--- src/rtl/pipelined_adder.sv ---
`default_nettype none
// ============================================================================
// pipelined_adder : WIDTH-bit add/subtract, carry chain cut into STAGES
//                   registered ripple segments with valid/ready flow control.
// Revision        : 1.0
// ============================================================================

module pipelined_adder #(
  parameter int WIDTH  = 16,
  parameter int STAGES = 4
) (
  input  logic             clk,
  input  logic             reset,
  input  logic             in_valid,
  output logic             in_ready,
  input  logic [WIDTH-1:0] a,
  input  logic [WIDTH-1:0] b,
  input  logic             carry_in,
  input  logic             sub,
  output logic             out_valid,
  input  logic             out_ready,
  output logic [WIDTH:0]   total_sum,
  output logic             overflow
);

  localparam int CHUNK = WIDTH / STAGES;

  logic             w_stall;
  logic             w_accept;
  logic [WIDTH-1:0] w_b_eff;
  logic             w_c0;

  assign w_stall  = out_valid && !out_ready;
  assign in_ready = !w_stall;
  assign w_accept = in_valid && !w_stall;
  assign w_b_eff  = sub ? ~b : b;
  assign w_c0     = sub | carry_in;

  for (genvar k = 0; k < STAGES; k++) begin : g_stage
    // REM: operand bits still unconsumed on entry; LO: sum bits known on exit
    localparam int REM = WIDTH - k * CHUNK;
    localparam int LO  = (k + 1) * CHUNK;

    logic [REM-1:0]   w_a_in;
    logic [REM-1:0]   w_b_in;
    logic             w_cin;
    logic             w_vin;
    logic             w_a_msb;
    logic             w_b_msb;
    logic [CHUNK-1:0] w_psum;
    logic             w_cout;
    logic [LO-1:0]    w_sum_next;

    logic             r_valid;
    logic             r_carry;
    logic [LO-1:0]    r_sum;

    if (k == 0) begin : g_first
      assign w_a_in     = a;
      assign w_b_in     = w_b_eff;
      assign w_cin      = w_c0;
      assign w_vin      = w_accept;
      assign w_a_msb    = a[WIDTH-1];
      assign w_b_msb    = w_b_eff[WIDTH-1];
      assign w_sum_next = w_psum;
    end else begin : g_next
      assign w_a_in     = g_stage[k-1].g_hi.r_a_hi;
      assign w_b_in     = g_stage[k-1].g_hi.r_b_hi;
      assign w_cin      = g_stage[k-1].r_carry;
      assign w_vin      = g_stage[k-1].r_valid;
      assign w_a_msb    = g_stage[k-1].g_hi.r_a_msb;
      assign w_b_msb    = g_stage[k-1].g_hi.r_b_msb;
      assign w_sum_next = {w_psum, g_stage[k-1].r_sum};
    end

    always_comb begin : p_ripple
      logic c;
      w_psum = '0;
      c      = w_cin;
      for (int i = 0; i < CHUNK; i++) begin
        w_psum[i] = w_a_in[i] ^ w_b_in[i] ^ c;
        c         = (w_a_in[i] & w_b_in[i]) | (c & (w_a_in[i] ^ w_b_in[i]));
      end
      w_cout = c;
    end

    // Data registers load only on valid slots so idle outputs hold steady.
    always_ff @(posedge clk) begin
      if (reset) begin
        r_valid <= 1'b0;
        r_carry <= 1'b0;
        r_sum   <= '0;
      end else if (!w_stall) begin
        r_valid <= w_vin;
        if (w_vin) begin
          r_carry <= w_cout;
          r_sum   <= w_sum_next;
        end
      end
    end

    if (k < STAGES - 1) begin : g_hi
      logic [REM-CHUNK-1:0] r_a_hi;
      logic [REM-CHUNK-1:0] r_b_hi;
      logic                 r_a_msb;
      logic                 r_b_msb;

      always_ff @(posedge clk) begin
        if (reset) begin
          r_a_hi  <= '0;
          r_b_hi  <= '0;
          r_a_msb <= 1'b0;
          r_b_msb <= 1'b0;
        end else if (!w_stall && w_vin) begin
          r_a_hi  <= w_a_in[REM-1:CHUNK];
          r_b_hi  <= w_b_in[REM-1:CHUNK];
          r_a_msb <= w_a_msb;
          r_b_msb <= w_b_msb;
        end
      end
    end else begin : g_last
      // Overflow is resolved before the last register so the output is a pure flop.
      logic r_ovf;

      always_ff @(posedge clk) begin
        if (reset) begin
          r_ovf <= 1'b0;
        end else if (!w_stall && w_vin) begin
          r_ovf <= (w_a_msb == w_b_msb) && (w_psum[CHUNK-1] != w_a_msb);
        end
      end
    end
  end

  assign out_valid = g_stage[STAGES-1].r_valid;
  assign total_sum = {g_stage[STAGES-1].r_carry, g_stage[STAGES-1].r_sum};
  assign overflow  = g_stage[STAGES-1].g_last.r_ovf;

endmodule

`default_nettype wire
--- config.mk ---
export PLATFORM = sky130hd
export DESIGN_NAME = pipelined_adder
export DESIGN_NICKNAME = d
export VERILOG_FILES = /design/src/rtl/pipelined_adder.sv
export SDC_FILE = /design/constraint.sdc
export NUM_CORES = 1
export LEC_CHECK = 0
export ABC_AREA = 1
export CORE_UTILIZATION = 47
export DETAILED_ROUTE_END_ITERATION = 7
export PLACE_DENSITY = 0.7
export SLEW_MARGIN = 20
export SYNTH_ARGS = -nofsm -noshare
export SYNTH_HDL_FRONTEND = slang
export SYNTH_SLANG_ARGS = --single-unit
--- constraint.sdc ---
create_clock -name clk -period 4.35 [get_ports clk]
set_input_delay 1.305 -clock clk [delete_from_list [all_inputs] [get_ports clk]]
set_output_delay 1.305 -clock clk [all_outputs]
set_load 0.005 [all_outputs]
==> results of run 1 <==
[metrics by stage]
step	hold slack [ns]	power [mW]	std cells	area [sq um]
5_1_grt	0.499	1.80	702	4850
3_3_place_gp	0.451	1.22	686	4690
2_1_floorplan	0.433	1.15	548	4090
4_1_cts	0.479	1.72	702	4850
6_report	0.476	1.70	702	4850
3_5_place_dp	0.465	1.23	686	4690
[final timing paths]
kind | endpoint
setup reg to reg | overflow
setup / recovery | in_ready
hold / removal | g_stage[0].r_valid
hold reg to reg | g_stage[0].r_valid
[metal layers]
layer | vias to the layer above | routed length, um
met5 | - | 0
li1 | 1741 | -
met2 | 56 | 3350
met3 | 5 | 281
met1 | 1363 | 3460
met4 | 0 | 81
[final cells by class]
type | count | area, sq um
clock inverters | 6 | 35.0
fillers | 822 | 3490
inverters | 56 | 213
repair buffers | 62 | 608
well taps | 105 | 131
multi-input cells | 366 | 1800
flip-flops and latches | 97 | 1940
clock buffers | 10 | 128
[synthesized netlist by cell type (all sizes together)]
cell type,number
a21boi,1
a21oi,4
buf,19
clkbuf,10
clkinv,1
dfxtp,97
fa,16
ha,1
inv,55
nand2,73
nand3,1
nor2,187
o21ai,77
xnor2,3
xor2,3
[kinds of logic (layout without fill, tap and decap cells)]
kind of cell             after synthesis  after routing  share of synthesized area [%]
AO/OA/AOI/OAI                         82             82                           10.1
AND/OR/NAND/NOR                      261            261                           24.3
buffers and inverters                 85            134                           8.77
XOR/XNOR                               6              6                           1.28
flip-flops                            97             97                           47.4
adder cells (fa/ha/maj)               17             17                           8.13
[state kept, by name, summed over array words and instances (netlist names)]
signal               flops
g_stage.g_hi.r_b_hi     24
g_stage.r_carry          4
overflow                 1
g_stage.r_sum           40
g_stage.g_hi.r_a_hi     24
out_valid                1
g_stage.r_valid          3
[worst max-delay path, cell delays in order]
cell and delay (ns):
clkdlybuf4s50_1 0.49, inv_2 0.06, nand2_4 0.08, clkdlybuf4s50_1 0.51
[power breakdown]
part           leakage [nW]  internal [mW]  switching, mW  total (mW)
Clock                0.0818          0.204          0.292       0.496
Sequential            0.798          0.943         0.0283       0.971
Combinational          1.26          0.109          0.125       0.234
Total                  2.14           1.26          0.445        1.70
==> out/metrics.yaml, run 1 <==
global_routing:
  grt_pass1_wl_mm: 12.7
  grt_max_degree: 94
  gr-total-overflow: 0
  grt_use_met3_pct: 4.39
  grt_pass1_vias: 2964
  use_met1_pct: 21.3
  grt_use_met2_pct: 31.1
  grt_antenna_before_repair: 0
  grt_use_total_pct: 17.9
  busiest_layer: "met2"
power:
  power_density_nw_per_um2: 351
  p_leak_nw: 2.14
  worst_ir_drop_vdd_uv: 136
cells_and_area:
  synthToLayoutAreaGrowth_pct: 18.6
  n_antenna_cell: 0
  layout_common_cells: "187 x nor2_1, 97 x dfxtp_1, 76 x o21ai_0"
  layout_commonest_cell: "nor2_1"
  final_nets: 647
  postLayoutCoreUtil_pct: 58.2
  drive_gt1_share_pct: 4.69
synthesis:
  avgSynthCellArea_sq_um: 7.47
  synth-seq-cells: 97
  netlist_instances: 548
  syn_nets: 603
  yosysUniqueCellTypes: 23
  ys_warn_count: 0
  synth.area.top_cells: "dfxtp_1 47%, nor2_1 17%, o21ai_0 9.3%"
  ys_seq_area_share_pct: 47.4
  synth_top_area_share_pct: 47.4
  syn_area_sq_um: 4090
  yosysTopAreaCell: "dfxtp_1"
route:
  first_pass_iters: 4
  finalWirelength_mm: 7.17
  wl_per_cell_um: 10.2
  drt_iter0_drc: 107
  drc_errors: 0
  drt.antenna.violating_nets: 0
  via_per_inst: 4.51
  vias: 3165
die:
  start_util_pct: 49.1
  dieWidth_um: 95.3
  die-area_sq_um: 9080
  io_pins: 58
  core.rowCount: 33
  chipHeight_um: 95.3
  core-area_sq_um: 8340
critical_path:
  cp.arrival_ns: 2.45
  endpoint_kind: "primary output"
  reg2reg_slack_ns: 1.97
  path_class: "in2out"
  rr_worst_depth: 13
  start_kind: "primary input"
  cp_max_fo: 6
  required_ns: 3.04
  crit_start: "out_ready"
  reg2reg_from: "g_stage[2].r_carry"
sta:
  worst_pin_slew_ns: 0.749
  relSlewSlack_pct: 50.1
  hold_viol: 0
  max_freq_mhz: 267
  setup_viol: 0
  rsz0062_at_grt: "false"
  fin_tns_setup_ns: 0
  fin_ws_ns: 0.599
  maxSlewViolCount: 0
  finalCritPeriodShare_pct: 86.2
  clock_skew_ns: 0.00751
  timing.final.crit_period_ns: 3.75
cts:
  cts_root_buf: "clkbuf_8"
  cts_sinks: 97
  clk_pin_slew_ns: 0.09
  cts_resized: 0
  cts_setup_buffers: 0
  cts_buffers: 9
  cts_tree: "done"
  clkLatencyLatePin_ns: 0.35
  hold_buffers: 0
  cts_buffer_depth: 2
  h-tree-depth: 3
status:
  status: "complete, no violations"
placed_design:
  portBuffers: 57
  pre_cts_ws_ns: 0.335
  place.gp.congestion: 0.803
  hpwl_mm: 5.10
run:
  max_cap_violations: 0
worst_hold_path:
  hp-start: "g_stage[0].r_valid"
  whs_path_depth: 2
  hold_path_class: "reg2reg"
(Power assumes the default switching activity.)
==> inputs of run 2 (changes only) <==
GPL_TIMING_DRIVEN = 1   (was not set)
==> results of run 2 <==
Same layout as run 1: the final DEF is identical, and so are final timing and power.
